<file path="config.mk">
export PLATFORM = sky130hd
export DESIGN_NAME = ternary_op_sequencer
export DESIGN_NICKNAME = d
export VERILOG_FILES = /design/src/rtl/ternary_op_sequencer.sv
export SDC_FILE = /design/constraint.sdc
export NUM_CORES = 1
export LEC_CHECK = 0
export CAP_MARGIN = 25
export CORE_ASPECT_RATIO = 0.5
export CORE_UTILIZATION = 47
export DETAILED_ROUTE_END_ITERATION = 12
export PLACE_DENSITY = 0.86
export SETUP_SLACK_MARGIN = 0.4
export SYNTH_ARGS = -nofsm -noshare
export SYNTH_HDL_FRONTEND = slang
export SYNTH_SLANG_ARGS = --single-unit
</file>
<file path="constraint.sdc">
create_clock -name clk -period 2.1 [get_ports clk]
set_input_delay 0.21 -clock clk [delete_from_list [all_inputs] [get_ports clk]]
set_output_delay 0.21 -clock clk [all_outputs]
set_load 0.01 [all_outputs]
</file>
<file path="src/rtl/ternary_op_sequencer.sv">
// Trit-serial ternary logic unit: applies min/max/any/consensus across two TRITS-wide words,
// one trit per clock through a single shared trit-op datapath, with valid/ready on both sides.
module ternary_op_sequencer #(
    parameter int TRITS = 4
) (
    input  logic               clk,
    input  logic               rst,
    input  logic               start_valid,
    output logic               start_ready,
    input  logic [1:0]         op,
    input  logic [2*TRITS-1:0] a,
    input  logic [2*TRITS-1:0] b,
    output logic               res_valid,
    input  logic               res_ready,
    output logic [2*TRITS-1:0] result,
    output logic               err
);

    localparam int IW = (TRITS > 1) ? $clog2(TRITS) : 1;
    localparam logic [IW-1:0] LAST_IDX = IW'(TRITS - 1);

    localparam logic [1:0] T_NEG = 2'b00;
    localparam logic [1:0] T_ZERO = 2'b01;
    localparam logic [1:0] T_POS = 2'b10;
    localparam logic [1:0] T_BAD = 2'b11;

    localparam logic [1:0] OP_MIN = 2'b00;
    localparam logic [1:0] OP_MAX = 2'b01;
    localparam logic [1:0] OP_ANY = 2'b10;
    localparam logic [1:0] OP_CONS = 2'b11;

    typedef enum logic [1:0] {
        IDLE = 2'b00,
        RUN  = 2'b01,
        DONE = 2'b10
    } state_t;

    state_t stateReg, stateNext;

    logic [1:0]    opReg;
    logic [IW-1:0] idxReg;
    logic          errReg;
    logic [1:0]    aTrit      [TRITS];
    logic [1:0]    bTrit      [TRITS];
    logic [1:0]    resultTrit [TRITS];

    logic accept;
    logic handshake;
    logic [1:0] curA;
    logic [1:0] curB;
    logic [1:0] tritRes;
    logic       tritErr;

    assign accept    = (stateReg == IDLE) && start_valid;
    assign handshake = (stateReg == DONE) && res_ready;

    // Pure two-operand trit function; invalid codes are handled by the caller.
    function automatic logic [1:0] tritOp(input logic [1:0] f, input logic [1:0] x,
                                          input logic [1:0] y);
        logic xp, yp, xn, yn;
        xp = (x == T_POS);
        yp = (y == T_POS);
        xn = (x == T_NEG);
        yn = (y == T_NEG);
        tritOp = T_ZERO;
        case (f)
            OP_MIN: begin
                if (xn || yn)      tritOp = T_NEG;
                else if (xp && yp) tritOp = T_POS;
            end
            OP_MAX: begin
                if (xp || yp)      tritOp = T_POS;
                else if (xn && yn) tritOp = T_NEG;
            end
            OP_ANY: begin
                if ((xp || yp) && !xn && !yn)      tritOp = T_POS;
                else if ((xn || yn) && !xp && !yp) tritOp = T_NEG;
            end
            OP_CONS: begin
                if ((x == y) && (x != T_ZERO)) tritOp = x;
            end
            default: tritOp = T_ZERO;
        endcase
    endfunction

    // Per-trit operand latches and result registers; only the indexed result trit updates in RUN.
    genvar gi;
    generate
        for (gi = 0; gi < TRITS; gi++) begin : g_trit
            always_ff @(posedge clk or posedge rst) begin
                if (rst) begin
                    aTrit[gi]      <= T_ZERO;
                    bTrit[gi]      <= T_ZERO;
                    resultTrit[gi] <= T_ZERO;
                end else if (accept) begin
                    aTrit[gi]      <= a[2*gi +: 2];
                    bTrit[gi]      <= b[2*gi +: 2];
                    resultTrit[gi] <= T_ZERO;
                end else if ((stateReg == RUN) && (idxReg == IW'(gi))) begin
                    resultTrit[gi] <= tritRes;
                end
            end

            assign result[2*gi +: 2] = resultTrit[gi];
        end
    endgenerate

    // Shared datapath: select the current trit pair and evaluate once per cycle.
    always_comb begin
        curA = T_ZERO;
        curB = T_ZERO;
        for (int i = 0; i < TRITS; i++) begin
            if (idxReg == IW'(i)) begin
                curA = aTrit[i];
                curB = bTrit[i];
            end
        end
    end

    always_comb begin
        tritErr = (curA == T_BAD) || (curB == T_BAD);
        tritRes = tritErr ? T_ZERO : tritOp(opReg, curA, curB);
    end

    always_ff @(posedge clk or posedge rst) begin
        if (rst) begin
            stateReg <= IDLE;
        end else begin
            stateReg <= stateNext;
        end
    end

    always_comb begin
        stateNext = stateReg;
        case (stateReg)
            IDLE:    if (accept) stateNext = RUN;
            RUN:     if (idxReg == LAST_IDX) stateNext = DONE;
            DONE:    if (handshake) stateNext = IDLE;
            default: stateNext = IDLE;
        endcase
    end

    always_comb begin
        start_ready = (stateReg == IDLE);
        res_valid   = (stateReg == DONE);
    end

    always_ff @(posedge clk or posedge rst) begin
        if (rst) begin
            opReg  <= OP_MIN;
            idxReg <= '0;
            errReg <= 1'b0;
        end else if (accept) begin
            opReg  <= op;
            idxReg <= '0;
            errReg <= 1'b0;
        end else if (stateReg == RUN) begin
            errReg <= errReg | tritErr;
            if (idxReg != LAST_IDX) begin
                idxReg <= idxReg + 1'b1;
            end
        end
    end

    assign err = errReg;

endmodule

</file>
# After elaboration in Yosys (flattened, before gate mapping)
# Cells that the tools add are included.
[word_totals]
regBits = 31
in_bits = 22
out_inout_bits = 11
word_cells = 103
[classes]
addsub = 1
n_eq_ne = 18
mux = 34
bitwise_logic = 1
n_reduce_logical = 33
[op_table]
columns = ["op", "count"]
rows = [
  ["2-bit 2-to-1 mux", 28],
  ["2-bit equality test, second input constant", 9],
  ["1-bit logical AND", 13],
  ["2-bit nonzero test", 6],
  ["2-bit zero test", 5],
  ["2-bit one-hot mux with 4 select lines", 1],
  ["2-bit by 1-bit equality test with 1-bit output, second input constant", 3],
  ["2-bit by 1-bit inequality test with 1-bit output, second input constant", 3],
  ["2-bit one-hot mux with 3 select lines", 1],
  ["1-bit zero test", 4],
  ["1-bit 2-to-1 mux", 4],
  ["2-bit inequality test, second input constant", 2],
  ["1-bit logical OR", 3],
  ["3-bit AND reduction", 1],
  ["2-bit by 1-bit adder with 2-bit output, second input constant", 1],
  ["2-bit equality test", 1],
  ["2-bit AND reduction", 1],
  ["1-bit OR", 1],
]

# Depth between registers and ports, before layout
[logic_depth]
word_depth = 15
depth_mapped = 9
mapped_depth_nobuf = 8

# Least setup slack after synthesis
# No wires, ideal clock.
[synth_path]
path_type = "register to register"
startpoint = "register idxReg[1]"
endpoint = "register resultTrit, in the netlist result[0]"
arrival_ns = 2.101
required_time_ns = 2.002
setup_slack_ns = -0.099
path_stages_with_launch = 10
path_buffers = 1
synth_period_minus_slack_ns = 2.199
path_cell_list = "dfrtp_1 > inv_1 > ha_1 > buf_6 > nand3b_4 > a311oi_4 > a21oi_2 > a311o_1 > a221oi_4 > a31oi_1"
[synth_via]
elab_chain_cells = 15
elab_cells_between_ends = 47
cone_classes = "eq/ne (9); mux (19); reduce/logical (19)"
[synth_lines]
columns = ["item", "line_no", "rtl"]
rows = [
  ["start: declaration", "41", "logic [IW-1:0] idxReg;"],
  ["start signal: assignment", "160", "idxReg <= idxReg + 1'b1;"],
  ["2-bit zero test", "99, 113", ""],
  ["2-bit 2-to-1 mux (4 in a row)", "113", "if (idxReg == IW'(i)) begin"],
  ["2-bit equality test (tied with other cells)", "61", "xp = (x == T_POS);"],
  ["1-bit zero test / 1-bit logical OR (equally long branches)", "77, 68", ""],
  ["1-bit logical AND (2 in a row)", "77", "else if ((xn || yn) && !xp && !yp) tritOp = T_NEG;"],
  ["1-bit 2-to-1 mux", "77", ""],
  ["2-bit 2-to-1 mux", "76", "if ((xp || yp) && !xn && !yn) tritOp = T_POS;"],
  ["2-bit one-hot mux with 4 select lines", "66", "case (f)"],
  ["2-bit 2-to-1 mux", "122", "tritRes = tritErr ? T_ZERO : tritOp(opReg, curA, curB);"],
  ["2-bit 2-to-1 mux", "99", "end else if ((stateReg == RUN) && (idxReg == IW'(gi))) begin"],
  ["2-bit 2-to-1 mux", "95", "end else if (accept) begin"],
  ["end signal: indexed assignment", "100", "resultTrit[gi] <= tritRes;"],
  ["end: declaration", "45", "logic [1:0] resultTrit [TRITS];"],
]
# Parallel ways exist; a longest one is shown, timed or not. The select of a mux whose other input is x is not followed.
# A chain may end at the register's enable or synchronous reset.

# Worst setup path in the final report
[layout_path]
startpoint = "register idxReg[1]"
endpoint = "register resultTrit, in the netlist result[2]"
[layout_via]
elab_chain_cells = 15
elab_cells_between_ends = 47
cone_classes = "eq/ne (9); mux (19); reduce/logical (19)"
[layout_lines]
columns = ["item", "line_no"]
rows = [
  ["2-bit zero test", "113"],
  ["2-bit 2-to-1 mux (4 in a row)", "113"],
  ["2-bit equality test (tied with other cells)", "61"],
  ["1-bit zero test / 1-bit logical OR (equally long branches)", "77, 68"],
  ["1-bit logical AND (2 in a row)", "77"],
  ["1-bit 2-to-1 mux", "77"],
  ["2-bit 2-to-1 mux", "76"],
  ["2-bit one-hot mux with 4 select lines", "66"],
  ["2-bit 2-to-1 mux", "122"],
  ["2-bit 2-to-1 mux", "99"],
  ["2-bit 2-to-1 mux", "95"],
]
# Parallel ways exist; a longest one is shown, timed or not. The select of a mux whose other input is x is not followed.

==> results.cfg <==
[logic_synthesis]
synth_edf_count = 0
yosysUniqueCellTypes = 45
ys.flop_type = dfrtp_1
postSynth.asyncResetShare_pct = 100
ys_ff_latch = 31
synth_top_area_share_pct = 26.6
synth.largest_area_cell = dfrtp_1
yosys-top-cells-area = dfrtp_1, dfstp_2, mux2_2
yosysMostFrequentCell = dfrtp_1
netlist_area_um2 = 1790
synth_cells = 165
synth.net_count = 191
avgSynthCellArea_um2 = 10.8
synth-warning-count = 0
ys_seq_area_share_pct = 44.3
synth_common_cells = dfrtp_1, nand2_1, mux2_2

[global_routing]
grt_pass1_wl_um = 8490
grt_max_degree = 32
antenna_found_initial = 0
grt-ovfl-total = 0
grt_use_total_pct = 29.7
grt_pass1_vias = 1648

[run_status]
status = finished, violations left
violations = setup timing

[finish]
post-route-util_pct = 75.9
final_nets = 254
diodes = 0
stdcell_count = 280
syn_to_final_growth_pct = 49.9
layout-drive-gt1-share_pct = 43.2

[cts]
cts-root-buf = clkbuf_8
clockBufferDepth = 2
cts_made_buffers = 5
clkLatencyLatePin_ns = 0.29
cts_htree_levels = 2
path_clk_slew_ns = 0.07
cts_tree = built
clock-sinks = 31
holdBufCountCts = 0

[critical_path]
r2r_start = idxReg[1]
crit_buf_inv = 3
cp_max_fo = 6
crit_type = reg2reg
cp_slowest_cell = dfrtp_2
path_cells = inv_4 > ha_4 > buf_6 > a211oi_4 > a221o_1 > buf_4 > o221ai_1 > a221oi_4 > a31oi_1
slowest_delay_ns = 0.44
rrSetupSlack_ns = -0.28
crit_family = compound AO/OA/AOI/OAI gates
r2r_end = result[2]
ff2ff_path_depth = 9
critPathArrivalTime_ns = 2.57
critPathCaptureType = register
startpoint_type = register
worstPathRequired_ns = 2.29

[detailed_routing]
wl_met2_um = 2450
drtIter0Drc = 116
wl_per_cell_um = 19.3
routedLengthMet1_um = 2290
dr.max_layer_used = met4
drc = 0
via_count = 1622
dr_wl_met3_um = 394
via_per_inst = 5.79
drtAntennaViolNets = 0
routed_wl_um = 5400
drtPass1Iterations = 4

[sta]
period_minus_slack_ns = 2.38
setup-tns-final_ns = -1.88
tightest_slew_ns = 0.430
layout_setup_ws_ns = -0.279
post-route-period-util_pct = 113
fmax_ghz = 0.420
hold-worst-slack_ns = 0.298
drv_slew = 0
slew_headroom_pct = 71.4
finalSetupViolations = 9
rsz0062_at_grt = yes
skew_ns = 0.00530
hold_violations = 0

[placement]
dp_hpwl_um = 3010
gp_congestion = 0.936
dpl_worst_slack_ns = -0.359
io_buffers = 32
placedCellCount = 259

[floorplanning]
dieArea_um2 = 4070
start_util_pct = 50.6
core_area_um2 = 3530
num_io_pins = 33
fp.dieH_um = 45.6
rows = 15
die_x_um = 89.2

[hold_path]
min_path_type = in2async

[power_and_ir_drop]
p_per_area_nw_per_um2 = 1980
power.leakage_nw = 1.07
ir_drop_mv = 0.826

[run]
drv_cap = 0
## metrics by stage
| step | power (mW) | instance area [µm²] |
|---|---|---|
| finish | 5.30 | 2680 |
| global route | 5.55 | 2680 |
| floorplan | 2.91 | 1790 |
| CTS | 5.01 | 2660 |
| detailed placement | 3.77 | 2280 |
| global placement | 3.63 | 2280 |
## worst max path at each step
| stage | start | to | slack [ns] | cells after the start |
|---|---|---|---|---|
| 2_1_floorplan | idxReg[1] | result[2] | -0.09 | 9 |
| 3_3_place_gp | idxReg[0] | result[5] | -0.18 | 8 |
| 3_5_place_dp | idxReg[0] | result[7] | -0.36 | 8 |
| 4_1_cts | idxReg[1] | result[6] | -0.16 | 8 |
| 5_1_grt | idxReg[1] | result[2] | -0.32 | 8 |
| 6_report | idxReg[1] | result[2] | -0.28 | 9 |
## cell families after synthesis
group / Yosys count / synth area share [%]
buffers and inverters: 19 / 5.04
and+or+nand+nor: 49 / 14.8
DFF: 31 / 44.3
muxes: 16 / 10.1
adders and majority gates: 4 / 2.80
AOI/OAI and AO/OA: 46 / 23.0
## metal layers
metal / up-vias / track usage (%)
met5: - / 0
met4: 0 / 15.2
met3: 32 / 9.24
met2: 91 / 46.1
met1: 770 / 38.2
li1: 729 / -
## cells in the final DEF, fill, tap and decap left out, types with 2 or more instances in the layout
cell,netlist,routed
buf_6,2,4
clkbuf_8,0,7
o22ai_1,4,4
clkdlybuf4s50_1,0,32
o21bai_1,2,2
nand4_1,3,3
ha_4,0,4
mux2_2,16,16
a31oi_1,4,4
o21ai_0,4,4
dfrtp_2,0,2
nor3_1,2,2
nor3b_4,0,3
a211oi_4,0,2
a21oi_2,3,5
inv_1,12,10
a221oi_4,1,2
dfstp_2,12,12
nand2_1,17,17
a22o_1,4,4
nand2b_1,5,5
nand3b_1,2,2
nor2b_1,3,2
nor2_1,9,8
buf_4,1,26
dfrtp_1,19,17
inv_4,0,2
a21oi_1,9,6
## worst register-to-register path: stages, from the launching register on
cell and delay, ns:
dfrtp_2 0.44, inv_4 0.07, ha_4 0.18, buf_6 0.14, a211oi_4 0.26, a221o_1 0.26, buf_4 0.15, o221ai_1 0.22
a221oi_4 0.42, a31oi_1 0.15
## state kept, by name, summed over array words and instances, names as in the netlist
| name | count |
|---|---|
| aTrit | 8 |
| bTrit | 8 |
| result | 8 |
| idxReg | 2 |
| opReg | 2 |
| stateReg | 2 |
| err | 1 |
## repair_timing
item / 4_1_cts / 5_1_grt
endpoints found under the setup margin: 10 / 11
gates cloned: 0 / 0
setup buffers: 13 / 0
resized for setup: 38 / 4
pin swaps: 23 / 6
## power breakdown
group / internal [mW] / switching, mW
Clock: 0.299 / 0.227
Sequential: 0.958 / 0.292
Combinational: 1.76 / 1.76
Total: 3.01 / 2.28
## area by class of cell
class | instances | area (µm²)
Sequential cell | 31 | 793
Multi-Input combinational cell | 115 | 1090
Fill cell | 207 | 851
Clock buffer | 8 | 100
Inverter | 12 | 50.0
Tap cell | 51 | 63.8
Timing Repair Buffer | 63 | 581
No activity file was read; power rests on OpenSTA's default activity.
==> RTL edit: new RTL, config.mk and constraints unchanged <==
Put one more register stage on the output `err`. The value now appears one clock later. The other outputs are not delayed to match.
--- a/src/rtl/ternary_op_sequencer.sv
+++ b/src/rtl/ternary_op_sequencer.sv
@@ -162,7 +162,9 @@
         end
     end
 
-    assign err = errReg;
+    always_ff @(posedge clk) begin
+        err <= errReg;
+    end
 
 endmodule
 
Behaviour: not the same (a bounded check fails within 4 cycles, from zero or initial values and one cycle with rst high).
==> RTL edit against the unedited design <==
- the flow still finishes with violations (negative setup slack)
- first-iteration DRC count increased by 58%
- sequential power hardly changed
- worst setup slack better by 0.062 ns
- design area shrank 2.2%
- clock skew up 0.00055 ns
- total power fell by 5.0%
- highest routed layer unchanged
- largest power group unchanged
- wire length fell by 9.8%
- sequential cell count grew 1
- fmax increased by 2.7%
- synthesized area rose by 0.14%
- global-route usage decreased by 2.3 points
==> RTL edit: results (changes against the unedited design) <==
metric,value,unit,change
wl_per_cell,17.9,µm,was 19.3 µm
met3_wirelength,306,µm,was 394 µm
fin_ws,-0.217,ns,was -0.279 ns
via_per_inst,5.78,,was 5.79
nFillCells,221,,was 207
synth_async_sr_flop_share,96.9,%,was 100%
setup_viol_count_final,9,,unchanged
grt_pass1_vias,1574,,was 1648
tns,-1.49,ns,was -1.88 ns
layout.nets,247,,was 254
rr_worst_depth,9,,unchanged
grt.total_usage,27.4,%,was 29.7%
gp_congestion,0.825,,was 0.936
dp_hpwl,3010,µm,about the same
yosysWarnings,0,,unchanged
power_leakage,1.06,nW,was 1.07 nW
synth.top_cells.by_count,"19 x dfrtp_1, 17 x mux2_2, 15 x nand2_1",,"was 19 x dfrtp_1, 17 x nand2_1, 16 x mux2_2"
wl_met2,2210,µm,was 2450 µm
drive_gt1_share,43.7,%,was 43.2%
cts_buffers,5,,unchanged
syn_nets,190,,was 191
status,"complete, but fails checks",,unchanged
drt_iter0_drc,183,,was 116
grt_pass1_wl,7990,µm,was 8490 µm
p_per_area,1920,nW/µm²,was 1980 nW/µm²
routedLengthMet1,2190,µm,was 2290 µm
violations,negative setup slack,,unchanged
worst_clock_skew,0.00585,ns,was 0.00530 ns
[RTL edit: cell type report]
type                       instances  area share [%]
sequential                        32            31.1
multi-input combinational        114            40.9
clock buffer                       6            3.15
clock inverter                     2           0.382
timing repair buffer              58            20.5
inverter                          10            1.53
tap                               51            2.44
[RTL edit: power by group]
part | switching [mW] | leakage (nW) | internal (mW)
registers | 0.263 | 0.363 | 0.985
logic | 1.63 | 0.646 | 1.66
clock network | 0.229 | 0.0510 | 0.261
[RTL edit: cells by family (layout without fill, tap and decap cells)]
group | after synthesis | count (layout) | synth area share [%]
buffers and inverters | 18 | 76 | 4.83
AOI/OAI and AO/OA | 44 | 44 | 21.0
DFF | 32 | 32 | 45.3
adders and majority gates | 4 | 4 | 2.80
and+or+nand+nor | 49 | 49 | 15.3
muxes | 17 | 17 | 10.7
[RTL edit: worst paths after layout]
check                                 startpoint                     to  slack (ns)
max in group asynchronous                    rst   aTrit[6]$_DFFE_PP1P_        1.48
hold / removal                               rst  result[7]$_DFFE_PP0P_        0.29
setup / recovery           idxReg[0]$_DFFE_PP0P_  result[4]$_DFFE_PP1P_       -0.22
setup reg to reg           idxReg[0]$_DFFE_PP0P_  result[4]$_DFFE_PP1P_       -0.22
hold reg to reg               errReg$_DFFE_PP0P_            err$_DFF_P_        0.40
min in group clk              errReg$_DFFE_PP0P_            err$_DFF_P_        0.40
[RTL edit: worst register-to-register path, stage by stage, from the launching register on]
cell	delay (ns)
dfrtp_2	0.44
buf_6	0.13
ha_4	0.19
buf_6	0.14
nand2_4	0.06
a311oi_4	0.46
nand2_1	0.16
a221oi_2	0.29
o221a_2	0.29
a31oi_1	0.10
[RTL edit: metrics by stage]
step	instances	utilization [%]	instance area (µm²)	setup slack (ns)
floorplan	164	-	1800	0.0415
global placement	259	64.7	2280	-0.169
detailed placement	259	64.7	2280	-0.245
CTS	272	72.8	2570	-0.113
global route	273	74.2	2620	-0.273
finish	273	74.2	2620	-0.217
[RTL edit: repair_timing]
item                                    CTS  global route
resized for setup                        33             6
pin swaps                                11             9
cloned                                    0             0
buffers inserted                          5             1
endpoints found under the setup margin   10            10
[RTL edit: layer usage]
metal / vias to the layer above / global-route usage, %
li1: 710 / -
met1: 770 / 35.6
met2: 73 / 41.8
met3: 26 / 7.97
met4: 0 / 15.6
met5: - / 0
